### src/rtl/uc_pkg.sv
// Shared encodings for the uc_seq sequencing control unit: opcodes, ALU op, FSM states.
package uc_pkg;
  typedef enum logic [1:0] {
    ST_BOOT = 2'd0,
    ST_RUN  = 2'd1,
    ST_WAIT = 2'd2,
    ST_HALT = 2'd3
  } state_e;

  // LI matches on Opcode[5:2] only; the low two bits are don't-care.
  localparam logic [5:0] OP_LI   = 6'b100000;
  localparam logic [5:0] OP_J    = 6'b100100;
  localparam logic [5:0] OP_JZ   = 6'b100101;
  localparam logic [5:0] OP_JNZ  = 6'b100110;
  localparam logic [5:0] OP_WAIT = 6'b100111;
  localparam logic [5:0] OP_HALT = 6'b101000;
  localparam logic [5:0] OP_NOP  = 6'b101001;

  localparam logic [2:0] ALUOP_PASS_B = 3'b000;

  function automatic logic is_li(input logic [5:0] op);
    return op[5:2] == OP_LI[5:2];
  endfunction
endpackage

### src/rtl/wait_counter.sv
// Loadable down-counter for the WAIT instruction; stops at zero so it never wraps.
module wait_counter #(
  parameter int W = 8
) (
  input  logic         i_clk,
  input  logic         i_rst_n,
  input  logic         i_load,
  input  logic [W-1:0] i_load_val,
  input  logic         i_dec,
  output logic         o_zero
);
  logic [W-1:0] r_cnt;

  always_ff @(posedge i_clk) begin
    if (!i_rst_n)                  r_cnt <= '0;
    else if (i_load)               r_cnt <= i_load_val;
    else if (i_dec && r_cnt != '0) r_cnt <= r_cnt - W'(1);
  end

  assign o_zero = (r_cnt == '0);
endmodule

### src/rtl/uc_seq.sv
// Sequencing control unit: decodes Opcode/zero into datapath controls, with boot delay,
// multi-cycle WAIT, HALT and a sticky illegal-opcode flag.
module uc_seq
  import uc_pkg::*;
#(
  parameter int BOOT_CYCLES = 2,
  parameter int WAIT_W      = 8
) (
  input  logic              clk,
  input  logic              reset,
  input  logic [5:0]        Opcode,
  input  logic              zero,
  input  logic [WAIT_W-1:0] wait_len,
  output logic              s_inc,
  output logic              s_inm,
  output logic              we,
  output logic              wez,
  output logic [2:0]        ALUOp,
  output logic              pc_en,
  output logic              halted,
  output logic              illegal
);
  localparam int BOOT_LEN = (BOOT_CYCLES < 1) ? 1 : BOOT_CYCLES;
  localparam int BW       = (BOOT_LEN > 1) ? $clog2(BOOT_LEN) : 1;
  localparam logic [BW-1:0] BOOT_LAST = BW'(BOOT_LEN - 1);

  state_e      r_state;
  logic [BW-1:0] r_boot_cnt;
  logic        r_halted;
  logic        r_illegal;
  logic        w_cnt_zero;
  logic        w_wait_go;
  logic        w_bad_op;

  // WAIT with a zero operand is a NOP and never enters the WAIT state.
  assign w_wait_go = (r_state == ST_RUN) && (Opcode == OP_WAIT) && (wait_len != '0);

  wait_counter #(.W(WAIT_W)) u_wait_cnt (
    .i_clk      (clk),
    .i_rst_n    (reset),
    .i_load     (w_wait_go),
    .i_load_val (wait_len - WAIT_W'(1)),
    .i_dec      (r_state == ST_WAIT),
    .o_zero     (w_cnt_zero)
  );

  always_comb begin
    pc_en    = 1'b0;
    s_inc    = 1'b1;
    s_inm    = 1'b0;
    we       = 1'b0;
    wez      = 1'b0;
    ALUOp    = ALUOP_PASS_B;
    w_bad_op = 1'b0;
    case (r_state)
      ST_RUN: begin
        pc_en = 1'b1;
        if (!Opcode[5]) begin
          ALUOp = Opcode[4:2];
          we    = 1'b1;
          wez   = 1'b1;
        end else if (is_li(Opcode)) begin
          s_inm = 1'b1;
          we    = 1'b1;
        end else begin
          case (Opcode)
            OP_J:    s_inc = 1'b0;
            OP_JZ:   s_inc = ~zero;
            OP_JNZ:  s_inc = zero;
            OP_WAIT: pc_en = (wait_len == '0);
            OP_HALT: pc_en = 1'b0;
            OP_NOP:  ;
            default: w_bad_op = 1'b1;
          endcase
        end
      end
      ST_WAIT: pc_en = w_cnt_zero;
      default: ;
    endcase
  end

  always_ff @(posedge clk) begin
    if (!reset) begin
      r_state    <= ST_BOOT;
      r_boot_cnt <= '0;
      r_halted   <= 1'b0;
      r_illegal  <= 1'b0;
    end else begin
      case (r_state)
        ST_BOOT: begin
          if (r_boot_cnt == BOOT_LAST) r_state <= ST_RUN;
          else                         r_boot_cnt <= r_boot_cnt + BW'(1);
        end
        ST_RUN: begin
          if (w_bad_op) r_illegal <= 1'b1;
          if (w_wait_go) r_state <= ST_WAIT;
          else if (Opcode == OP_HALT) begin
            r_state  <= ST_HALT;
            r_halted <= 1'b1;
          end
        end
        ST_WAIT: if (w_cnt_zero) r_state <= ST_RUN;
        default: ;
      endcase
    end
  end

  assign halted  = r_halted;
  assign illegal = r_illegal;
endmodule
### config.mk
export PLATFORM = sky130hd
export DESIGN_NAME = uc_seq
export DESIGN_NICKNAME = d
export VERILOG_FILES = /design/src/rtl/uc_pkg.sv /design/src/rtl/wait_counter.sv /design/src/rtl/uc_seq.sv
export SDC_FILE = /design/constraint.sdc
export NUM_CORES = 1
export LEC_CHECK = 0
export CAP_MARGIN = 20
export CORE_MARGIN = 1.5
export CORE_UTILIZATION = 43
export DETAILED_ROUTE_END_ITERATION = 10
export MAX_ROUTING_LAYER = met4
export PLACE_DENSITY_LB_ADDON = 0.05
export SLEW_MARGIN = 10
export SYNTH_ARGS = -nofsm -noshare
export SYNTH_HDL_FRONTEND = slang
export SYNTH_SLANG_ARGS = --single-unit
### constraint.sdc
create_clock -name clk -period 2.71 [get_ports clk]
set_clock_uncertainty 0.2 [all_clocks]
set_input_delay 0.542 -clock clk [delete_from_list [all_inputs] [get_ports clk]]
set_output_delay 0.542 -clock clk [all_outputs]
set_load 0.005 [all_outputs]
==> results of run 1 <==
[metal layers]
metal,track usage [%],wire (µm),share of wire [%]
met3,5.46,116,3.9
met1,30.3,1340,45
met5,-,0,0
met2,40.4,1480,50
met4,6.14,40,1.3
[what timing repair did]
action / 4_1_cts / 5_1_grt
endpoints found under the hold margin: 0 / 0
hold buffers: 0 / 0
setup buffers: 3 / 2
resized for setup: 27 / 13
pin swaps: 8 / 6
setup endpoints to repair: 11 / 8
[power breakdown]
group | total (µW) | internal (µW) | switching, µW
Sequential | 255 | 224 | 30.6
Combinational | 436 | 226 | 210
Clock | 119 | 57.1 | 61.8
Total | 810 | 507 | 303
[how the worst max path moves through the flow]
stage | end | slack, ns
floorplan | u_wait_cnt.r_cnt[6] | -0.11
global placement | pc_en | -0.63
detailed placement | pc_en | -0.67
CTS | pc_en | -0.16
global route | u_wait_cnt.r_cnt[6] | -0.02
finish | u_wait_cnt.r_cnt[6] | 0.02
[flip-flops by register name, summed over array words and instances, names as in the netlist]
signal and cells:
u_wait_cnt.r_cnt 8, r_state 2, halted 1, illegal 1
r_boot_cnt 1
[cells by family (layout without fill, tap and decap cells)]
| group | count (synthesis) | in the layout | share of synthesized area (%) |
|---|---|---|---|
| simple gates | 59 | 59 | 32.8 |
| compound gates | 33 | 33 | 23.0 |
| flops | 13 | 13 | 25.5 |
| buf+inv | 9 | 65 | 5.27 |
| xor+xnor | 6 | 6 | 5.15 |
| fa+ha+maj | 5 | 5 | 6.13 |
| mux | 2 | 2 | 2.08 |
[worst max-delay path: cells and delay by family]
kind                     cells  cell delay [ns]
adder cells (fa/ha/maj)      1             0.19
AND/OR/NAND/NOR              4             0.86
buffers and inverters        3             0.67
AO/OA/AOI/OAI                3             0.25
XOR/XNOR                     1             0.14
[metrics by stage]
step | total power [µW] | hold slack (ns) | utilization (%)
4_1_cts | 798 | 0.276 | 70.2
5_1_grt | 873 | 0.317 | 72.7
3_3_place_gp | 656 | 0.248 | 66.3
3_5_place_dp | 666 | 0.257 | 66.3
2_1_floorplan | 489 | 0.240 | -
6_report | 810 | 0.269 | 72.7
[Yosys cell counts (2+ instances only)]
cell type,number
nand2_1,13
o41ai_1,2
a31oi_1,2
a22oi_1,2
inv_1,5
nor2_1,12
o221a_2,2
nand2b_1,2
nand3b_1,2
xor2_1,4
xnor2_1,2
nand3_1,5
or3_1,2
ha_1,5
buf_6,2
o21a_1,6
o311ai_0,2
o21ai_0,5
nor3_1,7
nand4_1,2
and2_1,3
dfxtp_1,13
a21oi_1,5
[cell type report]
cell class | count | share of cell area [%]
clock buffer | 4 | 1.62
timing repair buffer | 56 | 29.6
tap | 28 | 2.16
multi-input combinational | 105 | 49.5
sequential | 13 | 16.0
inverter | 5 | 1.16
==> run metrics, run 1 <==
sequential area share after synthesis=25.5%; CP peak stage delay=between 0.4 and 0.5 ns; pin count of the biggest net entering global routing=14; final std cells w/o fill=211; first-pass GRT wire length=4.79 mm; hold_sp=r_boot_cnt; RePlAce Congestion=just over 0.9; die footprint=0.00268 mm²; Yosys cell types=45; initial antenna violation count=0; minimum clock period=2.69 ns; vias in the first global route=between 1000 and 1500; most common cell after layout, fill and taps aside=buf_4; TritonRoute pass-1 iters=5; EDFF count, synth=0; area share of the largest cell type after synthesis=approximately a quarter; Hold Path Class=register to register; Port Buffers=26; Async SR Flop Fraction=0%; clock sinks=13; Clock transition at path regs=0.08 ns; crit end category=register; hold path depth=1; ANT cells=0; maximum capacitance violations=0; Vias/cell=around 5.4; endpoints failing setup=0; area of the multi-input gates=between 800 and 900 µm²; Worst EP required=2.68 ns; post-route setup TNS=0 ns; cells along the critical path=clkdlybuf4s50_1 -> or3_4 -> nor3_4 -> buf_4 -> buf_6 -> nand2b_4 -> a22oi_2 -> ha_4 -> nor3b_4 -> xor2_1 -> o21ai_1 -> a21oi_1; leakage=0.000697 µW; Area growth syn-to-layout=59.1%; Core ar.=~0.0022 mm²; Worst setup SP type=input port; fraction of layout instances using a drive strength above 1=30.6%; cell taking the most area after synthesis=dfxtp_1; RR Startpoint=r_state[1]; clock latency on the worst-skew pair=about 0.28 ns; CTS root buf=clkbuf_4; dpl hpwl=2.25 mm; #FFs+latches synth=13; die width=slightly above 50 µm; DRT iter0 DRCs=37; Cell Rows=17; Tcrit/Tclk final=between 90% and 100%; fin. max-slew vios=0; placed inst area=0.00148 mm²; FF-to-FF End=u_wait_cnt.r_cnt[4]; yosys warns=0; Reg area=approximately 260 µm²; Die H=51.7 µm; FILL cells=174; worst reg2reg setup slack=0.36 ns; Starting Density=45.7%; Vias=between 1000 and 1500; CP arrival=~2.7 ns; synthesized instance count=127; Worst Setup SP=wait_len[2]; Least-Margin Pin Slew=0.398 ns; Hold Path End=r_boot_cnt; FMAX=about 0.37 GHz; drc violations=0; Crit-path slowest cell=clkdlybuf4s50_1; total congestion overflow=0; Ports=27; status=finished, final reports clean; CTS tree=yes; R2R cell count=11; Final Hold Fails=0; Syn Nets=between 100 and 150; Placement Setup Slack=-0.674 ns; synthesized area per cell=approximately 8.0 µm²; antenna viol nets, final=0; NumNets Final=roughly 210; dpl cells=just over 200; PD cells=about 500 mW/mm²; most frequent cells in the layout=buf_4 (28), clkdlybuf4s50_1 (14), nand2_1 (13), dfxtp_1 (13), nor2_1 (11); H-Tree Depth=1; Cell Area, Synth=approximately 0.0010 mm²; Total Routing Usage GR=between 20 and 25%; relative slew slack=73.4%; TritonCTS buffer count=3; Max Buffers Root-to-Sink=2; worst-path fanout max=5; Max IR drop VDD=489 µV; final instance area=between 0.0015 and 0.002 mm²; Avg WL per Cell=between 10 and 15 µm; Area contributors post-synth=dfxtp_1 (25%), ha_1 (6.1%), nand2_1 (4.8%), nor2_1 (4.4%), o21a_1 (4.4%); worst setup margin=around 0.021 ns; Setup CP Type=input port to register; Top FF cell, synth=dfxtp_1; drt total wl=between 2 and 3 mm
(Power assumes the default switching activity.)
==> run 2: changes to the inputs <==
Settings changed: CORE_UTILIZATION 43 to 48, GPL_TIMING_DRIVEN from default to 1, SETUP_SLACK_MARGIN from default to 0.02.
Clock period 2.71 ns to 3 ns, I/O delays scaled along.
==> run metrics, run 2 (synthesis gave the netlist of run 1 again) <==
DRT iter0 DRCs=38 (+2.7%); minimum clock period=between 2 and 3 ns; dpl hpwl=2.08 mm (-7.6%); Max IR drop VDD=395 µV (-19%); FMAX=around 0.34 GHz; post-route setup TNS=0 ns (unchanged); Die H=49.1 µm (-5.0%); fin. max-slew vios=0 (unchanged); die width=49.1 µm (-5.0%); worst-path fanout max=2 (-3); Worst EP required=2.20 ns (-0.48 ns); vias in the first global route=1069 (-2.5%); clock latency on the worst-skew pair=0.27 ns (about the same); drc violations=0 (unchanged); RSZ-0062 raised after global routing=false; Cell Rows=16 (-1); total congestion overflow=0 (unchanged); leakage=0.000718 µW (+3.0%); Worst setup SP type=input port; H-Tree Depth=1 (unchanged); Vias=1128 (-1.7%); antenna viol nets, final=0 (unchanged); Total Routing Usage GR=24.5% (+0.093 points); initial antenna violation count=0 (unchanged); pin count of the biggest net entering global routing=16 (+2); ANT cells=0 (unchanged); Ports=27 (unchanged); RePlAce Congestion=0.876 (-4.1%); R2R cell count=12 (+1); PD cells=445 mW/mm² (-11%); Max Buffers Root-to-Sink=2 (unchanged); Avg WL per Cell=13.4 µm (-5.2%); Final Hold Fails=0 (unchanged); Worst Setup SP=wait_len[3]; FILL cells=135 (-22%); worst reg2reg setup slack=0.37 ns (about the same); TritonCTS buffer count=3 (unchanged); grt met1 use=31.9% (+1.6 points); die footprint=0.00241 mm² (-9.8%); Least-Margin Pin Slew=0.465 ns (+0.0677 ns); largest register by flop count=u_wait_cnt.r_cnt; dpl cells=200 (-0.99%); Core ar.=0.00198 mm² (-11%); TritonRoute pass-1 iters=4 (-1); CTS tree=yes; busiest layer in global routing=met2; RR Startpoint=r_state[1]; NumNets Final=205 (-0.49%); Port Buffers=26 (unchanged); endpoints failing setup=0 (unchanged); FF-to-FF End=u_wait_cnt.r_cnt[4]; crit end category=output pin; final std cells w/o fill=209 (-0.95%); M3 GR Usage=1.23% (-4.2 points); CTS root buf=clkbuf_4; status=finished, final reports clean; Setup CP Type=input port to output pin; Area growth syn-to-layout=57.4%; clock sinks=13 (unchanged); Hold Path Class=register to register; relative slew slack=68.9% (-4.5 points); max reg flops=8 (unchanged); Clock transition at path regs=0.07 ns (about the same); GR Util met2=40.3% (-0.069 points); most frequent cells in the layout=buf_4 (27), clkdlybuf4s50_1 (15), nand2_1 (13), dfxtp_1 (13), nor2_1 (11); Starting Density=51.5% (+5.8 points); fraction of layout instances using a drive strength above 1=28.0% (-2.6 points); maximum capacitance violations=0 (unchanged); CP arrival=2.11 ns (-0.55 ns); Vias/cell=5.40 (-0.80%); crit path capture=pc_en; largest registers=u_wait_cnt.r_cnt (8), r_state (2); drt total wl=2.79 mm (-6.1%); Hold Buf Count CTS=0 (unchanged); most common cell after layout, fill and taps aside=buf_4; first-pass GRT wire length=4.58 mm (-4.3%); Tcrit/Tclk final=97.1%
-- run 2: repair_timing --
| item | in CTS | in global routing |
|---|---|---|
| hold endpoints to repair | 0 | 0 |
| buffers inserted | 1 | 4 |
| pin swaps | 4 | 9 |
| gates resized for setup | 16 | 15 |
| setup endpoints to repair | 7 | 7 |
-- run 2: metrics by stage --
step / power, µW / utilization, % / worst slack [ns] / cell area [µm²] / hold slack, ns
6_report: 715 / 81.1 / 0.0867 / 1610 / 0.278
5_1_grt: 768 / 81.1 / 0.0195 / 1610 / 0.301
4_1_cts: 712 / 77.8 / -0.0954 / 1540 / 0.285
3_5_place_dp: 592 / 74.0 / -0.522 / 1470 / 0.266
3_3_place_gp: 580 / 74.0 / -0.496 / 1470 / 0.248
2_1_floorplan: 438 / - / 0.0297 / 1030 / 0.240
-- run 2: final cells by class --
cell class | count | area (µm²) | area share [%]
repair buffers | 55 | 490 | 30.5
multi-input cells | 105 | 777 | 48.4
well taps | 27 | 33.8 | 2.10
inverters | 5 | 18.8 | 1.17
flip-flops and latches | 13 | 260 | 16.2
clock buffers | 4 | 26.3 | 1.64
-- run 2: per-layer routing --
layer  part of all wire [%]  vias up
li1                       -      577
met1                     47      515
met2                     49       34
met3                    3.6        2
met4                   0.43        0
met5                      0        -
-- run 2: how the worst min path moves through the flow --
stage	cells after the start	end	start	slack [ns]
floorplan	1	r_boot_cnt	r_boot_cnt	0.24
global placement	1	halted	halted	0.25
detailed placement	1	r_boot_cnt	r_boot_cnt	0.27
CTS	1	r_boot_cnt	r_boot_cnt	0.28
global route	1	r_boot_cnt	r_boot_cnt	0.30
finish	1	halted	halted	0.28
-- run 2: critical path, cell delays in order --
cell and delay (ns):
clkdlybuf4s50_1 0.43, or3_4 0.42, nor3_4 0.25, o311ai_2 0.16
a21boi_1 0.14, buf_2 0.12
-- run 2: where the power goes --
part	leakage, µW	switching, µW	total (µW)	internal, µW
clock network	0.0000150	51.9	103	51.4
logic	0.000597	185	383	198
registers	0.000106	26.6	229	203
